[src/rtl/rmii_rx_framer_if.sv]
// rmii_rx_framer_if: RMII receive pins plus the framed dibit stream handed to the MAC filter
interface rmii_rx_framer_if #(
  parameter int CNT_W = 11
);
  logic crsdv;
  logic [1:0] rxd;
  logic axiov;
  logic [1:0] axiod;
  logic err;
  logic [CNT_W-1:0] frame_bytes;
  modport master (
    output crsdv, rxd,
    input  axiov, axiod, err, frame_bytes
  );
  modport slave (
    input  crsdv, rxd,
    output axiov, axiod, err, frame_bytes
  );
endinterface

[src/rtl/rmii_rx_framer.sv]
// rmii_rx_framer: strips RMII preamble/SFD and re-emits each payload byte as MSB-first dibits
module rmii_rx_framer #(
  parameter int MIN_PREAMBLE = 8,
  parameter int CNT_W = 11
) (
  input logic clk,
  input logic rst,
  rmii_rx_framer_if.slave bus
);
  localparam int PW = $clog2(MIN_PREAMBLE + 1);
  localparam logic [PW-1:0] PMAX = PW'(MIN_PREAMBLE);
  typedef enum logic [1:0] {IDLE, PREAMBLE, DATA, DROP} state_t;
  state_t state;
  logic [PW-1:0] cnt;
  logic [1:0] ph;
  logic [1:0] orem;
  logic [5:0] shreg;
  logic [5:0] obuf;
  logic [7:0] byte_in;
  logic [CNT_W-1:0] bcnt;
  logic load;
  // the last dibit of a byte bypasses shreg so the byte can load on the same edge
  assign load = state == DATA && bus.crsdv && ph == 2'd3;
  assign byte_in = {bus.rxd, shreg};
  always_ff @(posedge clk) begin
    if (rst) begin
      state <= DROP;
      cnt <= '0;
      ph <= '0;
      shreg <= '0;
      bcnt <= '0;
      obuf <= '0;
      orem <= '0;
      bus.axiov <= 1'b0;
      bus.axiod <= 2'b00;
      bus.err <= 1'b0;
      bus.frame_bytes <= '0;
    end else begin
      bus.err <= 1'b0;
      case (state)
        IDLE:
          if (bus.crsdv && bus.rxd != 2'b00) begin
            state <= bus.rxd == 2'b01 ? PREAMBLE : DROP;
            bus.err <= bus.rxd != 2'b01;
            cnt <= PW'(1);
          end
        PREAMBLE:
          if (!bus.crsdv) begin
            state <= IDLE;
            bus.err <= 1'b1;
          end else if (bus.rxd == 2'b01) begin
            if (cnt != PMAX) cnt <= cnt + 1'b1;
          end else if (bus.rxd == 2'b11 && cnt >= PMAX) begin
            state <= DATA;
            ph <= '0;
            bcnt <= '0;
          end else begin
            state <= DROP;
            bus.err <= 1'b1;
          end
        DATA:
          if (!bus.crsdv) begin
            state <= IDLE;
            bus.frame_bytes <= bcnt;
            bus.err <= ph != 2'd0;
          end else begin
            ph <= ph + 2'd1;
            if (ph != 2'd3) shreg[{ph, 1'b0} +: 2] <= bus.rxd;
            else if (bcnt != '1) bcnt <= bcnt + 1'b1;
          end
        DROP:
          if (!bus.crsdv) state <= IDLE;
      endcase
      // the top dibit goes out immediately; the rest drain from obuf over three cycles
      if (load) begin
        obuf <= byte_in[5:0];
        orem <= 2'd3;
        bus.axiov <= 1'b1;
        bus.axiod <= byte_in[7:6];
      end else if (orem != 2'd0) begin
        orem <= orem - 2'd1;
        bus.axiov <= 1'b1;
        bus.axiod <= obuf[{orem - 2'd1, 1'b0} +: 2];
      end else begin
        bus.axiov <= 1'b0;
        bus.axiod <= 2'b00;
      end
    end
  end
endmodule

[src/flat_wrapper.sv]
// flat-port wrapper written by rule: the top's interface ports become plain ports
module rmii_rx_framer_flat 
#(
  parameter int MIN_PREAMBLE = 8,
  parameter int CNT_W = 11
)
  (clk, rst, bus_crsdv, bus_rxd, bus_axiov, bus_axiod, bus_err, bus_frame_bytes);
  rmii_rx_framer_if #(.CNT_W(CNT_W)) bus_i ();
  input logic clk;
  input logic rst;
  input wire logic [$bits(bus_i.crsdv)-1:0] bus_crsdv;
  input wire logic [$bits(bus_i.rxd)-1:0] bus_rxd;
  output wire logic [$bits(bus_i.axiov)-1:0] bus_axiov;
  output wire logic [$bits(bus_i.axiod)-1:0] bus_axiod;
  output wire logic [$bits(bus_i.err)-1:0] bus_err;
  output wire logic [$bits(bus_i.frame_bytes)-1:0] bus_frame_bytes;
  assign bus_i.crsdv = bus_crsdv;
  assign bus_i.rxd = bus_rxd;
  assign bus_axiov = bus_i.axiov;
  assign bus_axiod = bus_i.axiod;
  assign bus_err = bus_i.err;
  assign bus_frame_bytes = bus_i.frame_bytes;
  rmii_rx_framer #(.MIN_PREAMBLE(MIN_PREAMBLE), .CNT_W(CNT_W)) u_core (.clk(clk), .rst(rst), .bus(bus_i));
endmodule
[config.mk]
export PLATFORM = sky130hd
export DESIGN_NAME = rmii_rx_framer_flat
export DESIGN_NICKNAME = d
export VERILOG_FILES = /design/src/rtl/rmii_rx_framer_if.sv /design/src/rtl/rmii_rx_framer.sv /design/src/flat_wrapper.sv
export SDC_FILE = /design/constraint.sdc
export NUM_CORES = 1
export LEC_CHECK = 0
export ABC_AREA = 0
export BUFFER_PORTS_ARGS = -buffer_cell sky130_fd_sc_hd__buf_2
export CAP_MARGIN = 0
export CORE_MARGIN = 2
export CORE_UTILIZATION = 53
export DETAILED_ROUTE_END_ITERATION = 16
export HOLD_SLACK_MARGIN = 0.1
export PLACE_DENSITY_LB_ADDON = 0.08
export SLEW_MARGIN = 20
export SYNTH_ARGS = -nofsm -noshare
export SYNTH_HDL_FRONTEND = slang
export SYNTH_SLANG_ARGS = --single-unit
[constraint.sdc]
create_clock -name clk -period 1.8 [get_ports clk]
set_clock_uncertainty 0.2 [all_clocks]
set_input_delay 0.36 -clock clk [delete_from_list [all_inputs] [get_ports clk]]
set_output_delay 0.36 -clock clk [all_outputs]
set_load 0.1 [all_outputs]
==> run metrics, run 1 <==
# IOs=20; routability cong.=0.880; Switching Share=0.286; critical path's slowest cell=dfxtp_4; total power=about 2.2 mW; Mean Syn Cell Area=8.63 um2; Worst Path Arrival=about 1.8 ns; Post-Synthesis Cells=268; HPWL after DPL=3630 um; PortBufs=19; crit end category=flop; Leak=1.14 nW; hold buffer count at CTS=0; ant diodes=0; ANT nets after route=0; FP Rows=24; # clock sinks=between 40 and 50; post-layout min period=1.78 ns; Final Hold Fails=0; Clk Latency, worst-skew pair=~0.29 ns; # setup viols final=0; Seq/Total Area, Yosys=0.415; Crit path largest cell delay=0.38 ns; Syn-to-layout area delta=24.8%; relative slew slack=0.673; GRT Resource Usage Total=0.215; Chip Width=70.1 um; H-tree depth=2; worst path cell trace=ha_4 -> and4b_2 -> o41ai_4 -> and2_2 -> a221o_1; RSZ-0062 raised after global routing=true; starting density of the core=0.543; Crit Reg-Reg Startpoint=u_core.ph[0]$_SDFFE_PP0P_; nets=approximately 340; Crit path max-delay family=simple AND/OR/NAND/NOR gates; maximum clock frequency=563 MHz; Min-Delay Path Class=in2reg; Setup CP Type=reg2reg; share of layout cells above drive strength 1=0.287; core footprint=about 4300 um2; CP bufs+invs=0; CTS tree=built; Slew Viols, Final=0; Worst-path clk slew=0.09 ns; final period utilization=0.988; Mapped Area=2310 um2; total grt overflow=0; first-pass GRT wire length=8610 um; critical path startpoint=u_core.ph[0]$_SDFFE_PP0P_; # DRC=0; vias=just over 2k; fillcell total=357; # Max-Cap Violations=0; clk root buf=clkbuf_8; Vias/cell=5.50; WL final=5090 um; Max VDD drop=0.439 mV; Setup crit start kind=flop; DR WL/cell=13.6 um; #FFs+latches synth=48; Setup WS post-layout=between 0.02 and 0.025 ns; cell taking the most area after synthesis=dfxtp_1; Cell Pwr Density=approximately 750 nW/um2; top cells by area, synth=dfxtp_1 (42%), mux2i_1 (5.6%), nand2_1 (5.0%); initial antenna violation count=0; largest net degree at the start of global routing=26; syn_nets=282; die area=4910 um2; Yosys Warn Count=0; Main synth FF type=dfxtp_1; Clk pwr share=0.278; clk buf depth=2; Yosys cell types=50; share of the synthesized area in the top cell type=0.415; Critical Path RT=between 1.5 and 2 ns; worst slew pin tran=between 0.4 and 0.5 ns; Flop pwr share=0.519; vias in the first global route=1908; Post-synth EDFFs=0; net switching power=just over 600 uW; hold path startpoint=rst; status=complete, no violations; Num CTS Buffers=5; Place WS=-0.0479 ns; Die Span Y=70.1 um; Max FO, Critical Path=8; combinational power share=0.203; P_int=1.54 mW; Synth async-reset ratio=0; initial DRC count=about 140; Pre-antenna DRT Iters=4
==> Yosys cell counts, types with 3 or more instances <==
master     n
nor4_1     3
nor3_1     7
ha_1       9
nor2_1    21
nor2b_1    3
buf_2      4
buf_1      4
nand2_1   31
nand4_1   11
or3_1      4
buf_6      3
o21ai_0   14
o22a_1     3
nand3b_1   4
a21oi_1   22
and2_1     3
a31oi_1    3
mux2i_1   13
nor3b_1    3
dfxtp_1   48
inv_1     15
o22a_2     3
and3_1     4
==> flip-flops by register name (all words and copies together) (netlist names) <==
signal                  cells
u_core.shreg                6
u_core.bcnt                11
u_core.bus.axiod            2
u_core.bus.axiov            1
u_core.ph                   2
u_core.bus.frame_bytes     11
u_core.orem                 2
u_core.cnt                  4
u_core.state                2
u_core.obuf                 6
u_core.bus.err              1
==> placed cells by master, fill, tap and decap left out, drive strengths merged, types with 2 or more instances in the layout <==
cell / instances
and2: 3
nor4: 3
mux2i: 13
inv: 15
a31oi: 3
nor2: 21
nor2b: 3
nor3b: 3
nand3: 3
a22oi: 2
dfxtp: 48
buf: 62
nand2: 31
and3: 4
mux2: 2
ha: 9
o21ai: 14
or3: 4
a21oi: 22
o21a: 2
nand4: 11
nand3b: 4
clkbuf: 6
nor3: 7
o22a: 6
==> path summary, 6_finish.rpt <==
| kind | to | slack, ns | cells after the start |
|---|---|---|---|
| setup / recovery | u_core.bcnt[7]$_SDFFE_PP0P_ | 0.02 | 5 |
| setup reg to reg | u_core.bcnt[7]$_SDFFE_PP0P_ | 0.02 | 5 |
| hold / removal | u_core.state[0]$_SDFFE_PP1P_ | 0.18 | 3 |
| hold reg to reg | u_core.shreg[1]$_SDFFE_PP0P_ | 0.26 | 2 |
==> area by class of cell <==
class | instances | area (um2) | share of cell area
Clock inverter | 1 | 5.00 | 0.00173
Tap cell | 52 | 65.1 | 0.0225
Sequential cell | 48 | 976 | 0.338
Multi-Input combinational cell | 189 | 1270 | 0.442
Clock buffer | 6 | 72.6 | 0.0251
Timing Repair Buffer | 62 | 434 | 0.150
Inverter | 15 | 58.8 | 0.0204
==> logic make-up (layout without fill, tap and decap cells) <==
family	Yosys count	in the layout	share of synthesized area
adders and majority gates	9	9	0.0487
xor gates and xnor gates	1	1	0.00379
and+or+nand+nor	105	105	0.236
muxes	15	15	0.0660
DFF	48	48	0.415
buffers and inverters	31	84	0.0649
AOI/OAI and AO/OA	59	59	0.165
==> per-stage QoR <==
| stage | TNS (ns) | cell area (um2) | std cells | utilization | hold slack (ns) |
|---|---|---|---|---|---|
| finish | 0 | 2890 | 373 | 0.677 | 0.180 |
| global route | -0.0763 | 2890 | 373 | 0.677 | 0.215 |
| CTS | 0 | 2850 | 373 | 0.669 | 0.172 |
| detailed placement | -0.109 | 2750 | 363 | 0.644 | 0.246 |
| global placement | -0.0109 | 2750 | 363 | 0.644 | 0.239 |
| floorplan | -0.0106 | 2380 | 268 | - | 0.232 |
==> power groups by stage <==
| stage | registers (mW) | logic [mW] | clock network, mW |
|---|---|---|---|
| global route | 1.12 | 0.475 | 0.663 |
| floorplan | 1.21 | 0.251 | 0 |
| finish | 1.12 | 0.437 | 0.599 |
| CTS | 1.11 | 0.431 | 0.624 |
| detailed placement | 1.14 | 0.425 | 0 |
| global placement | 1.14 | 0.420 | 0 |
==> worst register-to-register path: stages, from the launching register on <==
cell and delay [ns]:
dfxtp_4 0.38, ha_4 0.13, and4b_2 0.26, o41ai_4 0.10, and2_2 0.24, a221o_1 0.35
==> layer usage <==
| layer | routed length, um | global-route usage |
|---|---|---|
| met1 | 2510 | 0.295 |
| met2 | 2390 | 0.348 |
| met3 | 157 | 0.0361 |
| met4 | 29 | 0.0620 |
| met5 | 0 | 0 |
==> timing repair <==
action / CTS / global route
endpoints found under the setup margin: 5 / 10
gates resized for setup: 4 / 10
buffers inserted: 3 / 0
pin swaps: 3 / 5
gates cloned: 0 / 0
(Power assumes the default switching activity.)
==> run 2, diff against run 1 <==
--- a/config.mk
+++ b/config.mk
@@ -6,13 +6,14 @@
 export NUM_CORES = 1
 export LEC_CHECK = 0
 export ABC_AREA = 0
-export BUFFER_PORTS_ARGS = -buffer_cell sky130_fd_sc_hd__buf_2
 export CAP_MARGIN = 0
 export CORE_MARGIN = 2
-export CORE_UTILIZATION = 53
+export CORE_UTILIZATION = 55
 export DETAILED_ROUTE_END_ITERATION = 16
+export DONT_BUFFER_PORTS = 1
 export HOLD_SLACK_MARGIN = 0.1
-export PLACE_DENSITY_LB_ADDON = 0.08
+export PLACE_DENSITY = 0.79
+export SKIP_LAST_GASP = 1
 export SLEW_MARGIN = 20
 export SYNTH_ARGS = -nofsm -noshare
 export SYNTH_HDL_FRONTEND = slang
==> run 2 against run 1 <==
  * Critical path depth up 1
  * Cell count down 3.2%
  * Utilization up 3.1 points
  * Sequential share of layout area up 0.36 points
  * Maximum frequency down 1.5%
  * Sequential cell count unchanged
  * Routed wire length down 0.59%
  * Final area down 1.2%
  * Critical endpoint is now u_core.shreg[3]$_SDFFE_PP0P_
  * First-iteration DRC count up 3.7%
  * The run now ends with hold timing, setup timing left
  * Register-to-register slack worse by 0.03 ns
  * Highest routed layer unchanged
  * Largest cell class unchanged
  * Non-clock buffer count down 11
==> run metrics, run 2 (same netlist as run 1, synthesis figures left out) <==
hold buffer count at CTS=3; clk buf depth=2; first-pass GRT wire length=8240 um; Critical Path RT=1.84 ns; largest net degree at the start of global routing=47; Vias/cell=roughly 5.6; Die Span Y=slightly below 70 um; Final Hold Fails=35; endpoint of the worst hold path=u_core.bus.frame_bytes[7]$_SDFFE_PP0P_; final period utilization=1.00; Switching Share=0.284; fillcell total=between 300 and 400; Syn-to-layout area delta=23.3%; FP Rows=23; worst path cell trace=ha_4 -> buf_4 -> and4bb_1 -> nand2_2 -> or3_1 -> a21oi_1; Max VDD drop=0.479 mV; # IOs=20; Slew Viols, Final=0; vias in the first global route=between 1.5k and 2k; cells on worst reg2reg path=6; Setup CP Type=reg2reg; flop-to-flop setup slack=-0.004 ns; Setup crit start kind=flop; GRT Resource Usage Total=0.233; Setup WS post-layout=-0.00416 ns; H-tree depth=2; Clk pwr share=0.309; Chip Width=68.9 um; worst slew pin tran=roughly 0.33 ns; Flop pwr share=0.508; # clock sinks=48; Num CTS Buffers=5; ANT nets after route=0; Cell Count, Final, Fillers Out=roughly 360; Min-Delay Path Class=in2reg; Largest regs=u_core.bcnt (11), u_core.bus.frame_bytes (11); Pre-antenna DRT Iters=4; PortBufs=0; die area=4740 um2; Max FO, Critical Path=4; net switching power=627 uW; total grt overflow=0; critical path's slowest cell=dfxtp_4; RSZ-0062 raised after global routing=true; ant diodes=0; initial antenna violation count=0; share of layout cells above drive strength 1=0.260; # DRC=0; Crit path largest cell delay=0.37 ns; hold slack final=-0.0903 ns; # Max-Cap Violations=0; Cell Pwr Density=773 nW/um2; post-layout min period=1.80 ns; nets=324; Worst-path clk slew=approximately 0.09 ns; HPWL after DPL=3510 um; Clk Latency, worst-skew pair=0.30 ns; commonest non-fill, non-tap cell in the layout=buf_4; relative slew slack=0.775; initial DRC count=141; total power=2.20 mW; vias=2033; starting density of the core=0.574; DR WL/cell=approximately 14 um; clk root buf=clkbuf_8; routability cong.=0.766; core footprint=4030 um2; Worst Path Arrival=1.85 ns; P_int=1.58 mW; CTS tree=built; WL final=5060 um; crit end category=flop; Leak=1.09 nW; # setup viols final=1; RR Endpoint=u_core.shreg[3]$_SDFFE_PP0P_; dpl cells=349; Crit path max-delay family=simple AND/OR/NAND/NOR gates; status=finished, violations left; commonest cells after routing, fill and taps aside=buf_4 (47), dfxtp_1 (43), nand2_1 (30), a21oi_1 (22), nor2_1 (20); Crit Reg-Reg Startpoint=u_core.ph[1]$_SDFFE_PP0P_; hold path startpoint=rst; Place WS=-0.0515 ns; CP bufs+invs=1; maximum clock frequency=554 MHz; combinational power share=0.182; WHS Path Cells=1; Post-Route Setup TNS=-0.00416 ns; failing checks=hold timing, setup timing
[run 2: layout make-up]
type / instances / area, um2 / share of cell area
Multi-Input combinational cell: 189 / 1270 / 0.444
Clock buffer: 6 / 82.6 / 0.0289
Timing Repair Buffer: 51 / 394 / 0.138
Inverter: 15 / 58.8 / 0.0206
Tap cell: 50 / 62.6 / 0.0219
Sequential cell: 48 / 975 / 0.342
Clock inverter: 2 / 13.8 / 0.00482
[run 2: power groups by stage]
stage	Clock (mW)	Combinational [mW]	Sequential (mW)
3_5_place_dp	0	0.381	1.15
5_1_grt	0.740	0.440	1.13
3_3_place_gp	0	0.366	1.14
6_report	0.682	0.402	1.12
2_1_floorplan	0	0.251	1.21
4_1_cts	0.700	0.391	1.12
[run 2: through the flow]
| stage | area [um2] | utilization |
|---|---|---|
| floorplan | 2380 | - |
| finish | 2850 | 0.708 |
| detailed placement | 2690 | 0.667 |
| global route | 2850 | 0.708 |
| global placement | 2690 | 0.667 |
| CTS | 2830 | 0.703 |
[run 2: per-layer routing]
metal  track usage  vias to the layer above  part of all wire  routed length (um)
li1              -                     1031                 -                   -
met2         0.369                       54              0.47                2380
met4        0.0760                        0             0.015                  77
met3        0.0666                       10             0.048                 242
met5             0                        -                 0                   0
met1         0.304                      938              0.47                2360
[run 2: worst max path at each step]
stage / startpoint / end / slack [ns] / cells after the start
final: u_core.ph[1]$_SDFFE_PP0P_ / u_core.shreg[3]$_SDFFE_PP0P_ / -0.004 / 6
after global routing: u_core.ph[0]$_SDFFE_PP0P_ / u_core.shreg[3]$_SDFFE_PP0P_ / -0.06 / 6
after CTS: u_core.ph[0]$_SDFFE_PP0P_ / u_core.shreg[3]$_SDFFE_PP0P_ / -0.02 / 6
after detailed placement: u_core.ph[0]$_SDFFE_PP0P_ / u_core.shreg[3]$_SDFFE_PP0P_ / -0.05 / 6
after global placement: u_core.ph[0]$_SDFFE_PP0P_ / u_core.shreg[2]$_SDFFE_PP0P_ / -0.003 / 6
after floorplan: u_core.bcnt[0]$_SDFFE_PP0P_ / u_core.bcnt[7]$_SDFFE_PP0P_ / -0.01 / 6
[run 2: repair_timing]
action,in CTS,in global routing
endpoints found under the hold margin,39,36
setup endpoints to repair,5,11
buffers inserted,1,0
pin swaps,3,3
gates resized for setup,8,5
